## src/rtl/fetch_sequencer.sv

```systemverilog
// -----------------------------------------------------------------------------
// fetch_sequencer
//
// Four-phase instruction fetch sequencer. Each instruction slot lasts four
// clk cycles (Stage 0..3). The ROM prefetch address (PC+1) is constant for the
// whole slot. The synchronous ROM word is therefore settled by Stage 3, and it
// is loaded into the instruction register at the Stage 3 edge unless the
// decode stage requests a hold. A two-flop synchroniser brings the external
// handshake level into the clk domain.
//
// Ports
//   clk          in   1  system clock, rising-edge active
//   reset        in   1  synchronous active-high reset, overrides everything
//   PCHold       in   1  decode-stage hold request, honoured only at Stage 3
//   HandshakeIn  in   1  raw asynchronous handshake level
//   ProgData     in  12  program ROM read data (one clk after ProgAddr)
//   ProgAddr     out  8  ROM prefetch address = PC+1 mod 256 (combinational)
//   Instruction  out 12  instruction register contents
//   Stage        out  2  current execution phase 0..3
//   PC           out  8  address of the instruction held in Instruction
//   Handshake    out  1  HandshakeIn after two synchroniser flops
//   Valid        out  1  high once Instruction holds a fetched word
// -----------------------------------------------------------------------------
module fetch_sequencer (
  input  logic        clk,
  input  logic        reset,
  input  logic        PCHold,
  input  logic        HandshakeIn,
  input  logic [11:0] ProgData,
  output logic [7:0]  ProgAddr,
  output logic [11:0] Instruction,
  output logic [1:0]  Stage,
  output logic [7:0]  PC,
  output logic        Handshake,
  output logic        Valid
);

  localparam logic [1:0] ST_ISSUE = 2'd0;  // prefetch address presented
  localparam logic [1:0] ST_WAIT1 = 2'd1;
  localparam logic [1:0] ST_WAIT2 = 2'd2;
  localparam logic [1:0] ST_LOAD  = 2'd3;  // IR load point, may be held

  logic [7:0]  r_pc;
  logic [1:0]  r_stage;
  logic [11:0] r_ir;
  logic        r_valid;
  logic        r_hs_meta;
  logic        r_hs_sync;

  logic [7:0]  w_pc_inc;
  logic        w_load;
  logic [1:0]  w_stage_next;

  // PC resets to 8'hFF so that the first prefetch address is 8'h00.
  assign w_pc_inc = r_pc + 8'd1;

  // PCHold is only looked at in the load phase; earlier phases always advance.
  assign w_load = (r_stage == ST_LOAD) && !PCHold;

  always_comb begin
    w_stage_next = r_stage;
    case (r_stage)
      ST_ISSUE: w_stage_next = ST_WAIT1;
      ST_WAIT1: w_stage_next = ST_WAIT2;
      ST_WAIT2: w_stage_next = ST_LOAD;
      ST_LOAD:  w_stage_next = PCHold ? ST_LOAD : ST_ISSUE;
      default:  w_stage_next = ST_ISSUE;
    endcase
  end

  // Phase counter.
  always_ff @(posedge clk) begin
    if (reset) begin
      r_stage <= ST_ISSUE;
    end else begin
      r_stage <= w_stage_next;
    end
  end

  // PC, instruction register and valid flag change only at an unheld load.
  always_ff @(posedge clk) begin
    if (reset) begin
      r_pc    <= 8'hFF;
      r_ir    <= 12'h000;
      r_valid <= 1'b0;
    end else if (w_load) begin
      r_pc    <= w_pc_inc;
      r_ir    <= ProgData;
      r_valid <= 1'b1;
    end
  end

  // Handshake synchroniser; runs every cycle regardless of hold.
  always_ff @(posedge clk) begin
    if (reset) begin
      r_hs_meta <= 1'b0;
      r_hs_sync <= 1'b0;
    end else begin
      r_hs_meta <= HandshakeIn;
      r_hs_sync <= r_hs_meta;
    end
  end

  assign ProgAddr    = w_pc_inc;
  assign Instruction = r_ir;
  assign Stage       = r_stage;
  assign PC          = r_pc;
  assign Handshake   = r_hs_sync;
  assign Valid       = r_valid;

endmodule

```

## config.mk

```make
export PLATFORM = sky130hd
export DESIGN_NAME = fetch_sequencer
export DESIGN_NICKNAME = d
export VERILOG_FILES = /design/src/rtl/fetch_sequencer.sv
export SDC_FILE = /design/constraint.sdc
export NUM_CORES = 1
export LEC_CHECK = 0
export BUFFER_PORTS_ARGS = -buffer_cell sky130_fd_sc_hd__buf_2
export CORE_MARGIN = 2
export CORE_UTILIZATION = 30
export DETAILED_ROUTE_END_ITERATION = 10
export PLACE_DENSITY_LB_ADDON = 0.15
export RECOVER_POWER = 100
export SETUP_SLACK_MARGIN = 0.5
export SLEW_MARGIN = 15
export SYNTH_ARGS = -nofsm -noshare
export SYNTH_HDL_FRONTEND = slang
export SYNTH_SLANG_ARGS = --single-unit
```

## constraint.sdc

```tcl
create_clock -name clk -period 1.3 [get_ports clk]
set_input_delay 0.39 -clock clk [delete_from_list [all_inputs] [get_ports clk]]
set_output_delay 0.39 -clock clk [all_outputs]
set_load 0.005 [all_outputs]
```

==> results by stage, run 1 <==
Final layout:
- The count of cells in the finished layout, fillers not included, comes to 253.
- The diode insertion count for antenna repair is 0.
- At the end of the flow, the number of nets in the layout was 227.
- The layout has 252 filler cells.
- The post-route netlist has 80.38% of its cells at a drive strength greater than 1.
- The area overhead of the layout relative to synthesis is 116.3%.

Setup path:
- The class of the most critical setup path is reg2out.
- The largest delay contributor family on the critical path is flip-flops.
- The worst setup path is captured at an output pin.
- The maximum cell stage delay along the critical path is 400 ps.
- Together, buffers and inverters on the worst path number 1.
- The library cell contributing the largest single delay on the critical path is dfxtp_4.
- The launching element type of the critical path is a register.
- Traced cell by cell, the critical path runs through ha_4 -> nand3_4 -> nor2_4 -> xor2_1 -> buf_2.
- The largest fanout on the critical path is 3.
- At the worst endpoint, the required time is 910 ps.
- The endpoint arrival time on the critical path is 1290 ps.

Floorplan:
- The vertical extent of the die is 61.44 µm.
- The effective utilization at floorplan is 31.90%.
- The die covers 3774 µm².
- Measured along the x axis, the die boundary spans 61.44 µm.
- Pin placement for this block handled 48 I/O pins.
- The floorplan has 20 rows.
- The total area inside the core boundary comes to 3103 µm².

Detailed routing:
- The met1 routed wirelength after detailed routing is 1.242 mm.
- Once detail routing completed, the nets flagged for antenna violations numbered 0.
- The met2 layer wire length in the routed design is 1.724 mm.
- Detailed routing placed a total of 152 µm of wire on met3.
- For this block, the initial DRC count from the detailed router was 30.
- The detailed-route vias per instance is 4.597.
- For this run, design rule violations remaining after detail routing come to 0.
- The uppermost layer routed is met4.
- The mean routed wirelength per cell is 12.44 µm.
- For this block, the routed nets add up to 3.148 mm of wire.
- For this run, the detailed router's first-pass iteration total came to 4.
- The routed layout has 1163 vias.

Logic synthesis:
- dfxtp_1 takes more of the synthesized area than any other cell.
- The post-synthesis async set-or-reset flop share is 0%.
- The synthesized net count is 136.
- The most used standard cell by instance count after synthesis is nand2_1.
- Counting flops and latches in the post-synthesis netlist gives 25.
- The commonest cells after synthesis are nand2_1 (32), dfxtp_1 (25), a21oi_1 (14).
- Yosys printed 0 warnings.
- The top cell type by area accounts for 50.57% of the synthesized area.
- Ranked by total cell area, the synthesized netlist is headed by dfxtp_1 (51%), nand2_1 (12%), a21oi_1 (7.1%).
- The mapped netlist covers 989.7 µm².
- Dividing the synthesized area by the synthesized cell count gives 8.317 µm².
- The count of cell types in the netlist is 23.
- The gate count of the mapped netlist is 119.
- Among all flip-flop cells after synthesis, the most frequent one is dfxtp_1.
- Sequential cells were found to cover 50.57% of the synthesized design area.
- Yosys mapped a number of flops with a built-in enable equal to 0.

Power and ir drop:
- The peak ir drop on the vdd network is 0.0004633 V.
- The static leakage is 1.029 nW.
- The cell area power density is 741.8 nW/µm².

STA:
- The final worst setup slack is -376.9 ps.
- For the finished layout, the period the worst path requires is 1677 ps.
- In this run the tightest slew margin relative to its limit is 78.51%.
- Static timing analysis puts the maximum clock frequency at 0.5963 GHz.
- Of the available clock period, the critical path in the final layout requires 129.0%.
- Adding up every negative setup slack in the final design gives -3366 ps.
- For the pin with the worst max-slew slack, the measured transition is 322.1 ps.
- The final count of pins violating max slew came to 0.
- The number of endpoints with negative hold slack in the final report is 0.
- Setup repair after global routing could not meet its margin everywhere.
- The setup skew after layout is 1.250 ps.
- The count of endpoints failing setup in the final report is 18.

Place:
- Timing analysis after detailed placement gives a worst setup slack of -106.7 ps.
- The number of buffers inserted by port buffering is 47.
- The placed cell count is 220.
- The congestion estimate from routability-driven global placement came to 0.8287.
- The half-perimeter wire length after placement is 1.847 mm.

CTS:
- The number of hold buffers added after CTS is 0.
- The library cell used as clock root buffer is clkbuf_4.
- After clock tree synthesis, the clock-pin slew on the worst setup and hold paths is 130 ps.
- The clock latency of the later-clocked register in the worst-skew pair is 310 ps.
- The number of clock sinks is 25.
- In this run the number of H-tree levels came out at 1.
- The longest clock path from root to sink contains 2 buffers.
- The total CTS buffers is 3.
- TritonCTS built the clock tree.

Outcome:
- The checks that failed: negative setup slack.
- The flow ran to the end, but the final reports show violations.

Global route:
- The first global-routing pass estimated 4.485 mm of wire.
- The number of antenna violations at the first check in global routing was 0.
- The residual overflow from global routing is 0.
- The largest net degree at the start of global routing is 15.
- The number of global-route vias before repair is 1109.
- The all-layer global routing usage is 15.68%.

Run:
- Across the run, the number of max-cap violations was 0.

Worst hold path:
- The classification of the worst-slack hold path is in2reg.
[power by group]
part | leakage, nW | internal, mW | switching [mW]
clock | 0.0177 | 0.115 | 0.222
sequential | 0.209 | 0.789 | 0.0255
combinational | 0.802 | 0.247 | 0.189
[worst paths after layout]
kind	from	endpoint	slack [ps]	depth (start not counted)
setup / recovery	PC[1]	ProgAddr[6]	-380	5
setup reg to reg	PC[1]	PC[6]	-290	7
hold reg to reg	r_hs_meta	Handshake	460	1
hold / removal	HandshakeIn	r_hs_meta	290	2
[area by class of cell]
| class | count | area, µm² | share of cell area, % |
|---|---|---|---|
| timing repair buffer | 92 | 784.5 | 36.65 |
| sequential | 25 | 544.3 | 25.42 |
| clock inverter | 1 | 5.005 | 0.2338 |
| clock buffer | 3 | 22.52 | 1.052 |
| tap | 44 | 55.05 | 2.572 |
| inverter | 2 | 10.01 | 0.4676 |
| multi-input combinational | 86 | 719.4 | 33.61 |
[cells by family (layout without fill, tap and decap cells)]
group,after synthesis,in the layout,synth area share (%)
AO/OA/AOI/OAI,19,19,10.11
XOR/XNOR,6,6,5.310
adder cells (fa/ha/maj),1,1,1.264
buffers and inverters,8,98,3.540
flip-flops,25,25,50.57
multiplexers,1,1,1.011
AND/OR/NAND/NOR,59,59,28.19
[what timing repair did]
action | in CTS | in global routing
endpoints found under the setup margin | 54 | 54
pin swaps | 29 | 8
endpoints found under the hold margin | 0 | 0
cloned | 1 | 0
buffers inserted | 17 | 11
gates resized for setup | 70 | 31
[metal layers]
metal	vias up	track usage, %
li1	578	-
met4	0	6.079
met3	4	2.731
met2	30	29.64
met5	-	0
met1	551	17.29
[placed cells by master, fill, tap and decap left out, types with 2 or more instances in the layout]
master	Yosys	final
buf_2	4	36
buf_6	0	25
buf_4	0	23
dfxtp_2	0	17
nand2_1	32	17
a21oi_2	0	13
nand2_4	0	11
dfxtp_4	0	6
buf_12	0	5
nand2_2	0	4
xor2_1	4	4
nand3_2	2	4
clkbuf_4	0	4
nor2b_1	3	3
dfxtp_1	25	2
nand3_4	0	2
nor2_2	0	2
nor2_4	0	2
o31ai_1	2	2
nand3_1	6	2
o21ai_0	3	2
nor2_1	6	2
[state kept, by name (all words and copies together), names as in the netlist]
name         count
PC               8
Instruction     12
Stage            2
Valid            1
Handshake        1
r_hs_meta        1
[per-stage QoR]
step | total power [mW] | area, µm² | util [%] | hold WS (ps)
after floorplan | 0.9804 | 1129 | - | 413.8
after global placement | 1.095 | 1468 | 47.30 | 432.6
after detailed placement | 1.101 | 1468 | 47.30 | 432.7
after CTS | 1.548 | 1909 | 61.53 | 284.4
after global routing | 1.684 | 2141 | 68.99 | 272.6
final | 1.588 | 2141 | 68.99 | 290.6
Power figures use the tool's default switching activity.
==> inputs of run 2 (changes only) <==
Settings changed: CORE_ASPECT_RATIO set to 1.5.
==> run 2 against run 1 <==
Against the previous run:
- the run still ends with negative setup slack left
- critical path depth did not move
- fmax increased by 2.3%
- clock skew is essentially flat
- via count up 0.86%
- final cell count shrank 2.0%
- non-clock buffer count fell by 1
- critical endpoint is now ProgAddr[3]
==> results by stage, run 2 (same netlist as run 1, synthesis figures left out) <==
Power and ir drop:
- The peak ir drop on the vdd network came to 0.0007286 V (+57%).
- The relative contribution of combinational cells to total power was 26.3% (-1.2 points).
- The sequential share of power is 47.0% (-4.3 points).
- The switching share of power was 26.66% (-0.86 points).
- The final total power is 1.724 mW (+8.6%).
- The power dissipated by switching net loads was 0.4597 mW (+5.2%).
- The internal power component is 1.265 mW (+9.9%).
- The cell area power density is 804.9 nW/µm² (+8.5%).
- The share of power burned in the clock network is 26.6% (+5.4 points).
- The static leakage was 1.039 nW (+1.0%).

Global route:
- The residual overflow from global routing is 0 (unchanged).
- The largest net degree at the start of global routing is 18 (+3).
- The number of antenna violations at the first check in global routing is 0 (unchanged).
- The number of global-route vias before repair is 1112 (+0.27%).
- The first-pass GRT wire length came to 4.947 mm (+10%).
- The all-layer global routing usage is 17.11% (+1.4 points).

Setup path:
- The maximum cell stage delay along the critical path is 380 ps (-20 ps).
- The endpoint arrival time on the critical path was 1250 ps (-40 ps).
- The critical path required time is 910 ps (about the same).
- The largest fanout on the critical path came to 4 (+1).
- The type of destination of the critical path is an output pin.
- The largest delay contributor family on the critical path is buffers and inverters.
- The launching element type of the critical path is a register.
- The class of the most critical setup path is reg2out.
- The library cell contributing the largest single delay on the critical path is dfxtp_4.
- Traced cell by cell, the critical path runs through nand3_4 -> buf_4 -> buf_6 -> xnor2_2 -> buf_2.
- The count of buffering cells on the critical path with inverters included is 3 (+2).

CTS:
- The number of clock sinks is 25 (unchanged).
- The buffer depth of the longest clock path is 2 (unchanged).
- The clock-pin slew reported for the worst setup and hold paths after clock tree synthesis is 90 ps (-40 ps).
- The clock latency of the later-clocked register in the worst-skew pair is 270 ps (-40 ps).
- TritonCTS built the clock tree.
- The library cell used as clock root buffer is clkbuf_8.
- The total CTS buffers came to 3 (unchanged).
- The deepest level of the CTS H-tree is 1 (unchanged).
- The number of hold buffers added after CTS is 0 (unchanged).

Final layout:
- The final-stage net count is 226 (-0.44%).
- The number of flip-flops under the largest register name is 12 (unchanged).
- In the layout the commonest cells are buf_6 (35), buf_2 (34), dfxtp_2 (18), nand2_1 (17), buf_4 (15).
- The proportion of layout cells with a drive suffix above 1 is 77.40% (-3.0 points).
- The layout filler cell count came to 260 (+3.2%).
- The count of non-filler cells in the finished layout is 248 (-2.0%).
- The share of the core filled with cells is 67.80% (-1.2 points).
- The area overhead of the layout relative to synthesis was 116.4% (about the same).
- The most frequent standard cell in the layout excluding fill and tap cells is buf_6.
- The diode insertion count for antenna repair is 0 (unchanged).

STA:
- The number of endpoints with negative hold slack in the final report was 0 (unchanged).
- The relative slew slack is 66.81% (-12 points).
- The maximum clock frequency came to 0.6103 GHz (+2.3%).
- The final count of pins violating max slew is 0 (unchanged).
- Setup repair after global routing could not meet its margin everywhere.
- The setup skew after layout came to 1.329 ps (+0.07874 ps).
- The transition time of the tightest slew-check pin is 497.8 ps (+175.8 ps).
- The accumulated negative setup slack is -2870 ps (+496.7 ps).
- The share of the cycle needed by the critical path after routing is 126.0% (-2.9 points).
- The final worst setup slack is -338.6 ps (+38.31 ps).
- The count of endpoints failing setup in the final report is 12 (-6).
- The clock period minus worst slack came to 1639 ps (-38.31 ps).

Worst hold path:
- In this run the worst hold path is classified as in2reg.

Place:
- The placed cell count is 220 (unchanged).
- The worst slack at placement came to -161.9 ps (-55.18 ps).
- The final RePlAce weighted congestion is 0.6876 (-17%).
- The half-perimeter wire length after placement is 1.906 mm (+3.2%).
- The number of buffers inserted by port buffering is 47 (unchanged).

Detailed routing:
- The number of nets still failing antenna checks after routing is 0 (unchanged).
- The mean routed wirelength per cell came to 12.94 µm (+4.0%).
- The iteration-0 DRC count of the detailed router is 10 (-67%).
- The overall via count from detail_route is 1173 (+0.86%).
- The final wirelength is 3.208 mm (+1.9%).
- The number of design rule violations left after detail routing is 0 (unchanged).
- The detailed-route vias per instance is 4.730 (+2.9%).
- The number of detailed-routing iterations run before antenna repair came to 4 (unchanged).

Run:
- The total of max-cap violations came to 0 (unchanged).

Outcome:
- The final reports fail on negative setup slack.
- The flow ran to the end, but the final reports show violations.

Floorplan:
- The top-level I/O count was 48 (unchanged).
- The floorplan row count came to 25 (+25%).
- The effective utilization at floorplan is 31.33% (-0.57 points).
- The core footprint is 3159 µm² (+1.8%).
- The horizontal die dimension is 50.90 µm (-17%).
- The die outline area came to 3784 µm² (+0.25%).
- The vertical extent of the die is 74.35 µm (+21%).
## run 2: cell types whose count changed in the layout (fill, tap and decap cells not counted), sizes merged
| cell | before | now |
|---|---|---|
| buf | 91 | 89 |
| clkbuf | 4 | 5 |
## run 2: power groups by stage
stage	Sequential (mW)	Combinational, mW	Clock (mW)
finish	0.811	0.454	0.460
CTS	0.812	0.381	0.480
floorplan	0.833	0.148	0
detailed placement	0.826	0.281	0
global placement	0.825	0.277	0
global route	0.815	0.491	0.510
## run 2: per-layer routing
layer | wire length [µm] | vias up | global-route usage, %
li1 | - | 574 | -
met1 | 1114 | 552 | 18.80
met2 | 1849 | 37 | 32.31
met3 | 143 | 10 | 2.410
met4 | 99 | 0 | 7.508
met5 | 0 | - | 0
## run 2: cell type report
cell class,count,area (µm²),share of cell area [%]
Timing Repair Buffer,91,788.3,36.80
Multi-Input combinational cell,86,708.2,33.06
Sequential cell,25,541.8,25.29
Tap cell,40,50.05,2.336
Clock buffer,3,41.29,1.928
Inverter,2,7.507,0.3505
Clock inverter,1,5.005,0.2336
## run 2: metrics by stage
stage / hold slack [ps] / instance area [µm²]
global placement: 419.3 / 1480
CTS: 334.0 / 1887
detailed placement: 431.9 / 1480
floorplan: 413.8 / 1129
finish: 336.9 / 2142
global route: 339.7 / 2142
## run 2: worst reg2reg max path, stage by stage (launching register included)
cell     delay [ps]
dfxtp_4         380
nand3_4         100
buf_4           150
buf_4           130
or4_1           480
nand3_1          90
## run 2: repair_timing
| action | in CTS | in global routing |
|---|---|---|
| cloned | 1 | 0 |
| gates resized for setup | 72 | 37 |
| setup endpoints to repair | 54 | 55 |
| pin swaps | 29 | 17 |
| buffers inserted | 13 | 10 |
## run 2: path summary, 6_finish.rpt
| path | startpoint | end | slack (ps) | depth (start not counted) |
|---|---|---|---|---|
| worst min register to register | r_hs_meta | Handshake | 450 | 1 |
| worst max-delay path | PC[2] | ProgAddr[3] | -340 | 5 |
| worst min-delay path | HandshakeIn | r_hs_meta | 340 | 2 |
| worst max register to register | PC[2] | PC[5] | -100 | 5 |
